### src/rtl/matrix_pkg.sv
`default_nettype none
// ============================================================================
// Module   : matrix_pkg
// Brief    : Shared widths, state encoding and helpers for the matrix datapath.
// Revision : 1.0 - initial release
// ============================================================================
package matrix_pkg;

    localparam int DEF_W = 8;
    localparam int DEF_N = 3;

    // Accumulator width carried by the upstream matrix stage for element width w.
    function automatic int acc_w(input int w);
        return 3 * w;
    endfunction

    localparam int ACC_W = acc_w(DEF_W);

    typedef enum logic [1:0] {
        ST_IDLE = 2'd0,
        ST_PROC = 2'd1,
        ST_HOLD = 2'd2
    } state_e;

endpackage
`default_nettype wire

### src/rtl/act_requant_if.sv
`default_nettype none
// ============================================================================
// Module   : act_requant_if
// Brief    : Upstream capture and downstream vector handshake for act_requant.
// Revision : 1.0 - initial release
// ============================================================================
interface act_requant_if #(
    parameter int W = matrix_pkg::DEF_W,
    parameter int N = matrix_pkg::DEF_N
);
    localparam int AW = 3 * W;

    logic                 start;
    logic signed [AW-1:0] y [N];
    logic [4:0]           shift;
    logic                 relu_en;
    logic signed [W-1:0]  x_out [N];
    logic                 out_valid;
    logic                 out_ready;
    logic                 busy;
    logic                 sat;
    logic                 overrun;

    modport master (
        output start, y, shift, relu_en, out_ready,
        input  x_out, out_valid, busy, sat, overrun
    );

    modport slave (
        input  start, y, shift, relu_en, out_ready,
        output x_out, out_valid, busy, sat, overrun
    );
endinterface
`default_nettype wire

### src/rtl/requant_unit.sv
`default_nettype none
// ============================================================================
// Module   : requant_unit
// Brief    : One-element relu, round-half-up, arithmetic shift and saturate.
// Revision : 1.0 - initial release
// ============================================================================
module requant_unit
    import matrix_pkg::*;
#(
    parameter int W = DEF_W
) (
    input  wire logic signed [3*W-1:0] i_y,
    input  wire logic [4:0]            i_shift,
    input  wire logic                  i_relu_en,
    output logic signed [W-1:0]        o_x,
    output logic                       o_sat
);
    localparam int AW = acc_w(W);
    localparam logic signed [AW:0] C_ONE = (AW+1)'(1);
    localparam logic signed [AW:0] C_MAX = {{(AW-W+2){1'b0}}, {(W-1){1'b1}}};
    localparam logic signed [AW:0] C_MIN = {{(AW-W+2){1'b1}}, {(W-1){1'b0}}};

    // One guard bit above the accumulator so the rounding add cannot wrap.
    logic signed [AW:0] w_relu;
    logic signed [AW:0] w_rnd;
    logic signed [AW:0] w_sum;
    logic signed [AW:0] w_shr;

    always_comb begin
        w_relu = (i_relu_en && i_y[AW-1]) ? '0 : {i_y[AW-1], i_y};
        w_rnd  = '0;
        if (i_shift != 5'd0) begin
            w_rnd = C_ONE <<< (i_shift - 5'd1);
        end
        w_sum = w_relu + w_rnd;
        w_shr = w_sum >>> i_shift;
        o_x   = w_shr[W-1:0];
        o_sat = 1'b0;
        if (w_shr > C_MAX) begin
            o_x   = C_MAX[W-1:0];
            o_sat = 1'b1;
        end else if (w_shr < C_MIN) begin
            o_x   = C_MIN[W-1:0];
            o_sat = 1'b1;
        end
    end

endmodule
`default_nettype wire

### src/rtl/act_requant.sv
`default_nettype none
// ============================================================================
// Module   : act_requant
// Brief    : Captures an accumulator vector and requantizes it one element per
//            cycle, then holds the W-bit result until downstream accepts it.
// Revision : 1.0 - initial release
// ============================================================================
module act_requant
    import matrix_pkg::*;
#(
    parameter int W = DEF_W,
    parameter int N = DEF_N
) (
    input  wire logic     clk,
    input  wire logic     reset,
    act_requant_if.slave  bus
);
    localparam int            AW     = acc_w(W);
    localparam int            IW     = (N > 1) ? $clog2(N) : 1;
    localparam logic [IW-1:0] C_LAST = IW'(N - 1);

    state_e               state_q, state_d;
    logic [IW-1:0]        idx_q, idx_d;
    logic                 start_prev_q, start_prev_d;
    logic signed [AW-1:0] y_q [N];
    logic signed [AW-1:0] y_d [N];
    logic [4:0]           shift_q, shift_d;
    logic                 relu_q, relu_d;
    logic signed [W-1:0]  x_q [N];
    logic signed [W-1:0]  x_d [N];
    logic                 sat_q, sat_d;
    logic                 ovr_q, ovr_d;

    logic signed [W-1:0]  w_rq_x;
    logic                 w_rq_sat;
    logic                 w_start_edge;

    requant_unit #(.W(W)) u_requant (
        .i_y       (y_q[idx_q]),
        .i_shift   (shift_q),
        .i_relu_en (relu_q),
        .o_x       (w_rq_x),
        .o_sat     (w_rq_sat)
    );

    assign w_start_edge = bus.start & ~start_prev_q;

    always_comb begin
        state_d      = state_q;
        idx_d        = idx_q;
        start_prev_d = bus.start;
        y_d          = y_q;
        shift_d      = shift_q;
        relu_d       = relu_q;
        x_d          = x_q;
        sat_d        = sat_q;
        ovr_d        = ovr_q;
        case (state_q)
            ST_IDLE: begin
                if (w_start_edge) begin
                    y_d     = bus.y;
                    shift_d = bus.shift;
                    relu_d  = bus.relu_en;
                    sat_d   = 1'b0;
                    ovr_d   = 1'b0;
                    idx_d   = '0;
                    state_d = ST_PROC;
                end
            end
            ST_PROC: begin
                x_d[idx_q] = w_rq_x;
                sat_d      = sat_q | w_rq_sat;
                ovr_d      = ovr_q | w_start_edge;
                if (idx_q == C_LAST) begin
                    idx_d   = '0;
                    state_d = ST_HOLD;
                end else begin
                    idx_d = idx_q + 1'b1;
                end
            end
            ST_HOLD: begin
                // An edge coinciding with the accept is dropped, not queued.
                ovr_d = ovr_q | w_start_edge;
                if (bus.out_ready) begin
                    state_d = ST_IDLE;
                end
            end
            default: state_d = ST_IDLE;
        endcase
    end

    always_ff @(posedge clk) begin
        if (reset) begin
            state_q      <= ST_IDLE;
            idx_q        <= '0;
            start_prev_q <= 1'b0;
            y_q          <= '{default: '0};
            shift_q      <= '0;
            relu_q       <= 1'b0;
            x_q          <= '{default: '0};
            sat_q        <= 1'b0;
            ovr_q        <= 1'b0;
        end else begin
            state_q      <= state_d;
            idx_q        <= idx_d;
            start_prev_q <= start_prev_d;
            y_q          <= y_d;
            shift_q      <= shift_d;
            relu_q       <= relu_d;
            x_q          <= x_d;
            sat_q        <= sat_d;
            ovr_q        <= ovr_d;
        end
    end

    assign bus.x_out     = x_q;
    assign bus.out_valid = (state_q == ST_HOLD);
    assign bus.busy      = (state_q != ST_IDLE);
    assign bus.sat       = sat_q;
    assign bus.overrun   = ovr_q;

endmodule
`default_nettype wire

### src/flat_wrapper.sv
// flat-port wrapper written by rule: the top's interface ports become plain ports
module act_requant_flat import matrix_pkg::*;
#(
    parameter int W = DEF_W,
    parameter int N = DEF_N
)
  (clk, reset, bus_start, bus_y, bus_shift, bus_relu_en, bus_out_ready, bus_x_out, bus_out_valid, bus_busy, bus_sat, bus_overrun);
  act_requant_if #(.W(W), .N(N)) bus_i ();
  input  wire logic clk;
  input  wire logic reset;
  input wire logic [$bits(bus_i.start)-1:0] bus_start;
  input wire logic [$bits(bus_i.y)-1:0] bus_y;
  input wire logic [$bits(bus_i.shift)-1:0] bus_shift;
  input wire logic [$bits(bus_i.relu_en)-1:0] bus_relu_en;
  input wire logic [$bits(bus_i.out_ready)-1:0] bus_out_ready;
  output wire logic [$bits(bus_i.x_out)-1:0] bus_x_out;
  output wire logic [$bits(bus_i.out_valid)-1:0] bus_out_valid;
  output wire logic [$bits(bus_i.busy)-1:0] bus_busy;
  output wire logic [$bits(bus_i.sat)-1:0] bus_sat;
  output wire logic [$bits(bus_i.overrun)-1:0] bus_overrun;
  assign bus_i.start = bus_start;
  assign bus_i.y = {>>{bus_y}};
  assign bus_i.shift = bus_shift;
  assign bus_i.relu_en = bus_relu_en;
  assign bus_i.out_ready = bus_out_ready;
  assign bus_x_out = {>>{bus_i.x_out}};
  assign bus_out_valid = bus_i.out_valid;
  assign bus_busy = bus_i.busy;
  assign bus_sat = bus_i.sat;
  assign bus_overrun = bus_i.overrun;
  act_requant #(.W(W), .N(N)) u_core (.clk(clk), .reset(reset), .bus(bus_i));
endmodule
### config.mk
export PLATFORM = sky130hd
export DESIGN_NAME = act_requant_flat
export DESIGN_NICKNAME = d
export VERILOG_FILES = /design/src/rtl/matrix_pkg.sv /design/src/rtl/act_requant_if.sv /design/src/rtl/requant_unit.sv /design/src/rtl/act_requant.sv /design/src/flat_wrapper.sv
export SDC_FILE = /design/constraint.sdc
export NUM_CORES = 1
export LEC_CHECK = 0
export BUFFER_PORTS_ARGS = -buffer_cell sky130_fd_sc_hd__buf_4
export CORE_ASPECT_RATIO = 0.75
export CORE_UTILIZATION = 60
export CTS_CLUSTER_SIZE = 12
export DETAILED_ROUTE_END_ITERATION = 10
export PLACE_DENSITY = 0.83
export SKIP_CTS_REPAIR_TIMING = 1
export SLEW_MARGIN = 20
export SYNTH_ARGS = -nofsm -noshare
export SYNTH_HDL_FRONTEND = slang
export SYNTH_SLANG_ARGS = --single-unit
export TNS_END_PERCENT = 10
### constraint.sdc
create_clock -name clk -period 12.9 [get_ports clk]
set_clock_uncertainty 0.1 [all_clocks]
set_input_delay 0 -clock clk [delete_from_list [all_inputs] [get_ports clk]]
set_output_delay 0 -clock clk [all_outputs]
set_load 0.05 [all_outputs]
# --- After elaboration in Yosys (flattened, before gate mapping) ---
# Cells that the tools add are included.
totals:
  regBits: 109
  wordCells: 67
classes:
  add_sub_neg: 3
  order_cmp: 4
  n_eq_ne: 6
  shift: 2
  muxes: 22
  bitwise_logic: 5
  reduce_logical: 12
ops:
  columns: ["op", "count"]
  rows:
  - ["25-bit two-way mux", 2]
  - ["24-bit binary-select mux with 2-bit select", 1]
  - ["24-bit two-way mux", 2]
  - ["25-bit adder", 1]
  - ["25-bit by 8-bit greater-than comparator with 1-bit output, second input constant", 1]
  - ["25-bit by 8-bit < comparator with 1-bit output, second input constant", 1]
  - ["2-bit by 5-bit <<< shifter with 25-bit output, first input constant", 1]
  - ["25-bit by 5-bit >>> shifter with 25-bit output", 1]
  - ["24-bit bitwise mux", 1]
  - ["8-bit two-way mux", 3]
  - ["8-bit demux with 2-bit select", 1]
  - ["2-bit two-way mux", 5]
  - ["2-bit one-hot mux with 3 select lines", 1]
  - ["2-bit AND reduction", 3]
  - ["2-bit nonzero test", 3]
  - ["5-bit nonzero test", 1]
  - ["5-bit by 1-bit subtractor with 5-bit output, second input constant", 1]
  - ["2-bit equality test, second input constant", 2]
  - ["2-bit by 1-bit inequality test with 1-bit output, second input constant", 2]
  - ["1-bit one-hot mux with 2 select lines", 2]
  - ["2-bit one-hot mux with 2 select lines", 1]
  - ["3-bit greater-or-equal comparator, second input constant", 1]
  - ["3-bit by 1-bit < comparator with 1-bit output, second input constant", 1]
  - ["1-bit two-way mux", 3]
  - ["other kinds (11)", 13]

# --- Longest topological paths before layout ---
# Gate-level depths: netlist of the first run.
logic_depth:
  ltp_word: 13
  depth_mapped: 23
  mapped_depth_nobuf: 19

# --- Modules after synthesis ---
# Synthesis of the first run repeated with hierarchy kept, for this count alone.
hier_totals:
  cells_unflattened: 1218
  hier_area_um2: 8730.9
by_module_without_submodules:
  columns: ["module", "n_inst", "cells_per_inst", "area_each_um2", "seq_area_each_um2"]
  rows:
  - ["act_requant", 1, 553, 4450.5, 2182.1]
  - ["requant_unit", 1, 665, 4280.4, 0.0]

# --- Worst setup path after synthesis of the first run ---
# No wires, ideal clock.
synth_path:
  kind: "register to register"
  from: "reg u_core.idx_q[1]"
  to: "reg u_core.sat_q (netlist: u_core.bus.sat)"
  setup_time_ps: 137
  t_arrival_ps: 5277
  t_required_ps: 12663
  slack_ps: 7387
  path_stages_with_launch: 23
  n_path_buf: 3
  synth_period_minus_slack_ps: 5513
  path_cell_list: "dfxtp_1 buf_1 clkbuf_1 mux2i_1 nor2_1 a21oi_1 nor2_1 ha_1 inv_1 fa_1 nand2b_1 a21oi_4 o211ai_4 o311a_1 and3_1 mux4_2 nor2_2 o21ai_1 or4_1 or4_4 o21ai_4 buf_6 a31oi_1"
synth_between:
  elab_chain_cells: 13
  word_cells_on_any_way: 14
  classes_between: "1 x add/sub; 2 x order compare; 1 x shift; 7 x mux; 2 x bitwise; 1 x reduce/logical"
synth_rtl:
  columns: ["item", "line_no", "text"]
  rows:
  - ["from (decl)", "act_requant.sv:23", "logic [IW-1:0] idx_q, idx_d;"]
  - ["from (signal assigned)", "act_requant.sv:105", "idx_q <= idx_d;"]
  - ["2-bit NOT with 3-bit output (implied by the code) (*)", "act_requant.sv:39", ".i_y (y_q[idx_q]),"]
  - ["24-bit binary-select mux with 2-bit select (*)", "act_requant.sv:39", null]
  - ["24-bit two-way mux (implied by the code) (*) (2 in a row)", "act_requant.sv:39", null]
  - ["1-bit logical AND", "requant_unit.sv:30", "w_relu = (i_relu_en && i_y[AW-1]) ? '0 : {i_y[AW-1], i_y};"]
  - ["25-bit two-way mux (*)", "requant_unit.sv:30", null]
  - ["25-bit adder (*)", "requant_unit.sv:35", "w_sum = w_relu + w_rnd;"]
  - ["25-bit by 5-bit >>> shifter with 25-bit output (*)", "requant_unit.sv:36", "w_shr = w_sum >>> i_shift;"]
  - ["25-bit by 8-bit < comparator with 1-bit output", "requant_unit.sv:42", "end else if (w_shr < C_MIN) begin"]
  - ["1-bit two-way mux", "requant_unit.sv:42", null]
  - ["1-bit two-way mux (*)", "requant_unit.sv:39", "if (w_shr > C_MAX) begin"]
  - ["1-bit bitwise OR (*)", "act_requant.sv:72", "sat_d = sat_q | w_rq_sat;"]
  - ["1-bit one-hot mux with 2 select lines (*)", "act_requant.sv:58", "case (state_q)"]
  - ["to (signal assigned)", "act_requant.sv:111", "sat_q <= sat_d;"]
  - ["to (decl)", "act_requant.sv:31", "logic sat_q, sat_d;"]
# Mark *: on every way between the ends. The rest lies on a longest branch, timed or not. The select of a mux whose other input is x is not followed.
# A chain may end at the register's enable or synchronous reset.

# --- Worst setup path after layout of the first run ---
layout_path:
  from: "reg u_core.idx_q[0]"
  to: "reg u_core.x_q (netlist bit u_core.bus.x_out[20])"
layout_between:
  elab_chain_cells: 12
  word_cells_on_any_way: 18
  classes_between: "1 x add/sub; 4 x order compare; 1 x shift; 9 x mux; 1 x bitwise; 2 x reduce/logical"
layout_rtl:
  columns: ["item", "line_no", "text"]
  rows:
  - ["2-bit NOT with 3-bit output (implied by the code) (*)", "act_requant.sv:39, act_requant.sv:71", null]
  - ["24-bit binary-select mux with 2-bit select", "act_requant.sv:39", null]
  - ["24-bit two-way mux (implied by the code) (2 in a row)", "act_requant.sv:39", null]
  - ["1-bit logical AND", "requant_unit.sv:30", null]
  - ["25-bit two-way mux", "requant_unit.sv:30", null]
  - ["25-bit adder", "requant_unit.sv:35", null]
  - ["25-bit by 5-bit >>> shifter with 25-bit output", "requant_unit.sv:36", null]
  - ["25-bit by 8-bit < comparator with 1-bit output", "requant_unit.sv:42", null]
  - ["8-bit two-way mux", "requant_unit.sv:42", null]
  - ["8-bit two-way mux", "requant_unit.sv:39", null]
  - ["24-bit bitwise mux (*)", "act_requant.sv:71", "x_d[idx_q] = w_rq_x;"]
  - ["to (signal assigned)", "act_requant.sv:100", "x_q <= '{default: '0};"]
  - ["to (signal assigned)", "act_requant.sv:110", "x_q <= x_d;"]
  - ["to (decl)", "act_requant.sv:29", "logic signed [W-1:0] x_q [N];"]
# Marked as above.

==> reports/metrics.csv, run 1 <==
metric,value,unit
synth_seq_cells,109,
crit_top_cell,nor2_1,
max_freq,134.8,MHz
final_nets,1350,
fillers,894,
row_count,36,
synth.avg_cell_area,7.257,um^2
area_growth,22.98,%
yosys-top-cells-area,"dfxtp_1 (27%), nand2_1 (11%), a21oi_1 (9.0%)",
multi_input_area,5474,um^2
syn-num-nets,1224,
ys_async_sr_fraction,0,%
ys_types,88,
worstHoldStart,bus_out_ready,
max_stage_delay,1060,ps
synth_top_area_cell,dfxtp_1,
rrSetupSlack,5480,ps
cts_made_buffers,9,
place.detailed.hpwl,19250,um
dp.cells,1321,
worstSetupPathType,flip-flop to flip-flop,
min_to,u_core.state_q[1],
clkSinkCount,109,
routed_via_density,6.687,
ant_nets,0,
synth_flop_cell,dfxtp_1,
hold_path_class,input pin to flip-flop,
die_h,102.5,um
leakagePower,0.003999,uW
diodes,0,
routed_wirelength,29850,um
worst-path-buf-inv,2,
setup_violations,0,
path_delay_family,compound AO/OA/AOI/OAI gates,
rsz0062_at_grt,false,
crit_slowest_cell,dfxtp_1,
root_buffer,clkbuf_16,
core-area,13060,um^2
routedWlPerCell,21.08,um
initial_core_util,61.89,%
htree_levels,3,
reg2reg_from,u_core.idx_q[0],
clkTransAtPathRegs,90,ps
grt_max_degree,95,
period_share,57.49,%
clkLatencyLatePin,350,ps
seq_area_frac_synth,26.99,%
gp_congestion,1.044,
first_pass_iters,7,
antenna_found_initial,0,
synthCells,1114,
gr-usage-all-layers,37.47,%
min_period,7416,ps
synth-edff-count,0,
critPathLaunchType,flip-flop,
worstPathCellList,"nor2b_1, buf_4, a21oi_1, nor2_1, ha_1, inv_1, fa_1, nand2b_1, a21oi_4, o21ai_2, a211oi_1, nor3_4, nor2_1, nand2_1, a311oi_1, a31oi_1, o41ai_4, o211ai_1, a32o_1",
hold_slack,89.12,ps
clk_path_buf_depth,2,
seqCellArea,2182,um^2
hold_violations,0,
r2r_cells,19,
vdd_drop_max,0.0001188,V
maxSlewViolCount,0,
die_area,13950,um^2
grt_pass1_vias,7747,
drt_iter0_markers,1258,
switching_share,46.86,%
internal-power,776.6,uW
synth_top_area_share,26.99,%
power_per_cell_area,147.0,nW/um^2
power.switching,684.9,uW
vias,9469,
critical_path.max_fanout,31,
port-buffer-count,109,
required,13040,ps
io_pins,110,
gr-total-overflow,0,
instances_no_fill,1416,
cts_tree,built,
worst_pin_slew,1116,ps
remaining_drc_errors,0,
drive_above_1_share,14.78,%
clkPwrFrac,19.8,%
slew_headroom,25.47,%
reg2reg_to,u_core.bus.x_out[20],
cp-end-kind,flip-flop,
p_seq_share,29.8,%
ys_warn_count,0,
pwr-share-comb,50.4,%
worstPathArrival,7560,ps
whs_path_depth,5,
setup_tns,0,ps
status,finished clean,
drv_cap,0,
grt_pass1_wl,40620,um
die_w,136.0,um
syn-cell-area,8084,um^2
-- cell type report --
class	instances	share of cell area, %
multi-input combinational	903	55.06
sequential	109	21.95
timing repair buffer	200	17.09
clock buffer	9	2.265
tap	171	2.152
clock inverter	7	0.8432
inverter	17	0.6418
-- power by group through the flow --
| stage | clock (uW) | sequential, uW | combinational [uW] |
|---|---|---|---|
| after global placement | 0 | 435 | 674 |
| after detailed placement | 0 | 436 | 675 |
| after global routing | 302 | 439 | 779 |
| after floorplan | 0 | 472 | 454 |
| final | 289 | 436 | 736 |
| after CTS | 285 | 430 | 680 |
-- sequential cells by signal, indices dropped and copies added (netlist names) --
register,flops
u_core.relu_q,1
u_core.y_q,72
u_core.bus.x_out,24
u_core.bus.sat,1
u_core.idx_q,2
u_core.shift_q,5
u_core.state_q,2
u_core.bus.overrun,1
u_core.start_prev_q,1
-- cell usage after synthesis, types with 3 or more instances --
cell type,count
a211oi_1,11
xor2_1,9
nor2b_1,7
o221ai_1,7
o211a_1,3
xnor2_1,9
mux2_2,3
nor4_1,6
buf_4,3
a32o_2,7
a41oi_1,4
dfxtp_1,109
or2_2,6
and2_1,5
o31ai_1,3
a221oi_1,7
nand3_1,11
buf_6,3
o2111ai_1,3
o22ai_1,5
a31oi_1,7
mux2i_1,47
a2111oi_0,4
a22oi_1,6
o21ai_0,34
clkbuf_1,58
a32o_1,14
nand2b_1,8
o21a_1,7
nor3_1,23
or2_1,3
a21oi_1,145
inv_1,16
o21ai_1,3
buf_1,9
nand2_1,228
a211o_1,4
nor2_1,132
ha_1,27
nand4_1,18
mux4_2,4
o211ai_1,13
and3_1,8
a21o_1,5
buf_2,12
-- cell families after synthesis --
family / after synthesis / share of synthesized area, %
simple gates: 467 / 24.90
xor+xnor: 18 / 1.950
flops: 109 / 26.99
compound gates: 336 / 29.04
fa+ha+maj: 28 / 4.427
mux: 54 / 7.352
buf+inv: 102 / 5.340
-- routing by layer --
layer | global-route usage [%] | up-vias | part of all wire [%]
met5 | 0 | - | 0
met3 | 8.407 | 123 | 11
li1 | - | 4269 | -
met2 | 56.74 | 712 | 44
met1 | 53.33 | 4365 | 41
met4 | 10.43 | 0 | 3.9
-- cell usage in the layout, fill, tap and decap left out, types with 7 or more instances in the layout --
master         netlist  final
o221ai_1             7      7
and3_1               8      8
nand3_1             11     11
o21a_1               7      7
nand2_1            228    227
nor2_1             132    132
a211oi_1            11     11
nand4_1             18     18
a31oi_1              7      7
dlygate4sd3_1        0     79
nor2b_1              7      7
a221oi_1             7      7
mux2i_1             47     47
nor3_1              23     23
a32o_2               7      7
a21oi_1            145    145
nand2b_1             8      8
xnor2_1              9      9
o211ai_1            13     13
o21ai_0             34     34
buf_4                3    121
inv_1               16     16
ha_1                27     27
clkbuf_16            0      9
a32o_1              14     14
xor2_1               9      9
dfxtp_1            109    109
-- worst reg2reg max path: stages (launching register included) --
cell and delay (ps):
dfxtp_1 1060, nor2b_1 640, buf_4 350, a21oi_1 100
nor2_1 100, ha_1 250, inv_1 80, fa_1 400
nand2b_1 250, a21oi_4 290, o21ai_2 160, a211oi_1 510
nor3_4 110, nor2_1 760, nand2_1 290, a311oi_1 440
a31oi_1 190, o41ai_4 620, o211ai_1 290, a32o_1 330
-- through the flow --
step                cell area (um^2)  setup slack [ps]  utilization (%)  total power (uW)
floorplan                       8084              7387                -             926.9
global placement                8842              6066            67.69              1109
detailed placement              8842              5835            67.69              1111
CTS                             9151              5804            70.06              1395
global route                    9942              5067            76.11              1520
finish                          9942              5484            76.11              1462
-- how the worst max path moves through the flow --
stage | slack (ps) | endpoint | depth (start not counted) | start
final | 5480 | u_core.bus.x_out[20] | 19 | u_core.idx_q[0]
after global routing | 5070 | u_core.bus.x_out[5] | 19 | u_core.idx_q[0]
after CTS | 5800 | u_core.bus.x_out[20] | 19 | u_core.idx_q[0]
after detailed placement | 5830 | u_core.bus.x_out[20] | 19 | u_core.idx_q[0]
after global placement | 6070 | u_core.bus.x_out[5] | 17 | u_core.idx_q[0]
after floorplan | 7390 | u_core.bus.sat | 22 | u_core.idx_q[1]
Power figures use the tool's default switching activity.
==> run 2: changes to the inputs <==
--- a/config.mk
+++ b/config.mk
@@ -7,10 +7,10 @@
 export LEC_CHECK = 0
 export BUFFER_PORTS_ARGS = -buffer_cell sky130_fd_sc_hd__buf_4
 export CORE_ASPECT_RATIO = 0.75
-export CORE_UTILIZATION = 60
+export CORE_UTILIZATION = 53
 export CTS_CLUSTER_SIZE = 12
 export DETAILED_ROUTE_END_ITERATION = 10
-export PLACE_DENSITY = 0.83
+export PLACE_DENSITY = 0.77
 export SKIP_CTS_REPAIR_TIMING = 1
 export SLEW_MARGIN = 20
 export SYNTH_ARGS = -nofsm -noshare
==> constraint.sdc (replaced) <==
create_clock -name clk -period 6.49 [get_ports clk]
set_clock_uncertainty 0.1 [all_clocks]
set_input_delay 0 -clock clk [delete_from_list [all_inputs] [get_ports clk]]
set_output_delay 0 -clock clk [all_outputs]
set_load 0.05 [all_outputs]
==> reports/metrics.csv, run 2 (synthesis gave the netlist of run 1 again) <==
metric,value,unit,change
root_buffer,clkbuf_16,,
cp-end-kind,flip-flop,,
clkSinkCount,109,,unchanged
area_growth,27.41,%,
ant_nets,0,,unchanged
largest_reg_flops,72,,unchanged
path_delay_family,compound AO/OA/AOI/OAI gates,,
crit_slowest_cell,a2111oi_0,,
worstPathCellList,"nor2_1, nand2_1, nor2_1, ha_1, inv_1, fa_1, nand2b_1, a21oi_4, o21a_1, o21ai_0, a2111oi_0, a2111oi_4, a211oi_1, a311oi_2, or4_4, o21ai_4, buf_4, a32o_1",,
period_share,93.44,%,+36 points
critPathLaunchType,flip-flop,,
grt_pass1_wl,42770,um,+5.3%
clkLatencyLatePin,370,ps,+20 ps
row_count,38,,+5.6%
wl_met2,13370,um,+1.2%
antenna_found_initial,0,,unchanged
port-buffer-count,109,,unchanged
dp.cells,1386,,+4.9%
slew_headroom,11.13,%,-14 points
hold_path_class,input pin to flip-flop,,
place_ws,484.6,ps,-5350 ps
gr-total-overflow,0,,unchanged
status,finished clean,,
utilization,70.11,%,-6.0 points
reg2reg_to,u_core.bus.x_out[14],,
routed_wirelength,29840,um,about the same
cp.depth,18,,-1
endpoint,u_core.bus.x_out[14],,
die_area,15760,um^2,+13%
setup_violations,0,,unchanged
hold_violations,0,,unchanged
rsz0062_at_grt,false,,
largest_register,u_core.y_q,,
worst-path-buf-inv,2,,unchanged
htree_levels,3,,unchanged
die_w,144.6,um,+6.3%
die_h,109.0,um,+6.3%
required,6700,ps,-6340 ps
io_pins,110,,unchanged
wirelength_met1,12370,um,+1.9%
final_nets,1387,,+2.7%
initial_core_util,55.02,%,-6.9 points
cts_made_buffers,9,,unchanged
remaining_drc_errors,0,,unchanged
clk_path_buf_depth,2,,unchanged
wl_met3,3222,um,-3.9%
grt_pass1_vias,8163,,+5.4%
cts_tree,built,,
routed_via_density,6.321,,-5.5%
drv_cap,0,,unchanged
final_area,10300,um^2,+3.6%
max_freq,164.9,MHz,+22%
vdd_drop_max,0.0002485,V,+110%
min_period,6064,ps,-1352 ps
routedWlPerCell,20.14,um,-4.5%
fin_ws,425.9,ps,-5058 ps
mostFrequentLayoutCell,nand2_1,,
setup_tns,0,ps,unchanged
gp_congestion,0.9696,,-7.2%
crit_top_cell,nor2_1,,
place.detailed.hpwl,20490,um,+6.4%
power_per_cell_area,290.6,nW/um^2,+98%
r2r_cells,18,,-1
startpoint,u_core.shift_q[3],,
diodes,0,,unchanged
drt_iter0_markers,1088,,-14%
gr-usage-all-layers,35.26,%,-2.2 points
final_cell_mix,"nand2_1 (227), buf_4 (158), a21oi_1 (145)",,
core-area,14690,um^2,+12%
leakagePower,0.004197,uW,+5.0%
instances_no_fill,1482,,+4.7%
clkTransAtPathRegs,90,ps,about the same
max_stage_delay,1130,ps,+70 ps
rrSetupSlack,430,ps,-5060 ps
worst_pin_slew,1299,ps,+182.9 ps
critical_path.max_fanout,22,,-29%
route.top_layer_used,met4,,
first_pass_iters,7,,unchanged
worstSetupPathType,flip-flop to flip-flop,,
vias,9368,,-1.1%
worstPathArrival,6270,ps,-1290 ps
reg2reg_from,u_core.shift_q[3],,
maxSlewViolCount,0,,unchanged
drive_above_1_share,17.55,%,+2.8 points
grt_max_degree,95,,unchanged
dpl_cell_area,9155,um^2,+3.5%
[run 2: changes by cell type in the layout (fill, tap and decap cells not counted), sizes merged]
cell    before  now
clkinv       4    1
inv         20   23
buf        121  158
[run 2: per-stage QoR]
stage	hold WS, ps	total power, uW
2_1_floorplan	28.18	1842
3_3_place_gp	121.0	2276
3_5_place_dp	126.0	2284
4_1_cts	-255.5	2873
5_1_grt	91.12	3133
6_report	63.09	2993
[run 2: worst min-delay path by stage]
stage	start	end	slack [ps]	depth (start not counted)
finish	bus_out_ready	u_core.state_q[0]	60	5
global route	bus_out_ready	u_core.state_q[0]	90	5
CTS	bus_start	u_core.start_prev_q	-260	2
detailed placement	bus_start	u_core.start_prev_q	130	2
global placement	bus_start	u_core.start_prev_q	120	2
floorplan	bus_start	u_core.start_prev_q	30	1
[run 2: report_power, final]
group / internal, uW / total [uW] / leakage, uW / switching [uW]
Clock: 289 / 602 / 0.000157 / 313
Combinational: 544 / 1540 / 0.00315 / 997
Sequential: 775 / 851 / 0.000891 / 75.8
Total: 1610 / 2990 / 0.00420 / 1390
[run 2: final cells by class]
type	instances	area, um^2
repair buffers	237	1977
inverters	17	63.81
well taps	200	250.2
multi-input cells	903	5504
clock inverters	7	96.34
fillers	1148	4392
flip-flops and latches	109	2183
clock buffers	9	225.2
[run 2: layer usage]
metal  vias up  global-route usage (%)
li1       4354                       -
met1      4343                   48.90
met2       583                   54.22
met3        88                   8.696
met4         0                   9.474
met5         -                       0
[run 2: worst reg2reg max path: stages (launching register included)]
cell and delay (ps):
dfxtp_1 540, nor2_1 450, nand2_1 160, nor2_1 130, ha_1 250, inv_1 70
fa_1 410, nand2b_1 230, a21oi_4 310, o21a_1 240, o21ai_0 160, a2111oi_0 1130
a2111oi_4 150, a211oi_1 400, a311oi_2 110, or4_4 560, o21ai_4 150, buf_4 250
a32o_1 210
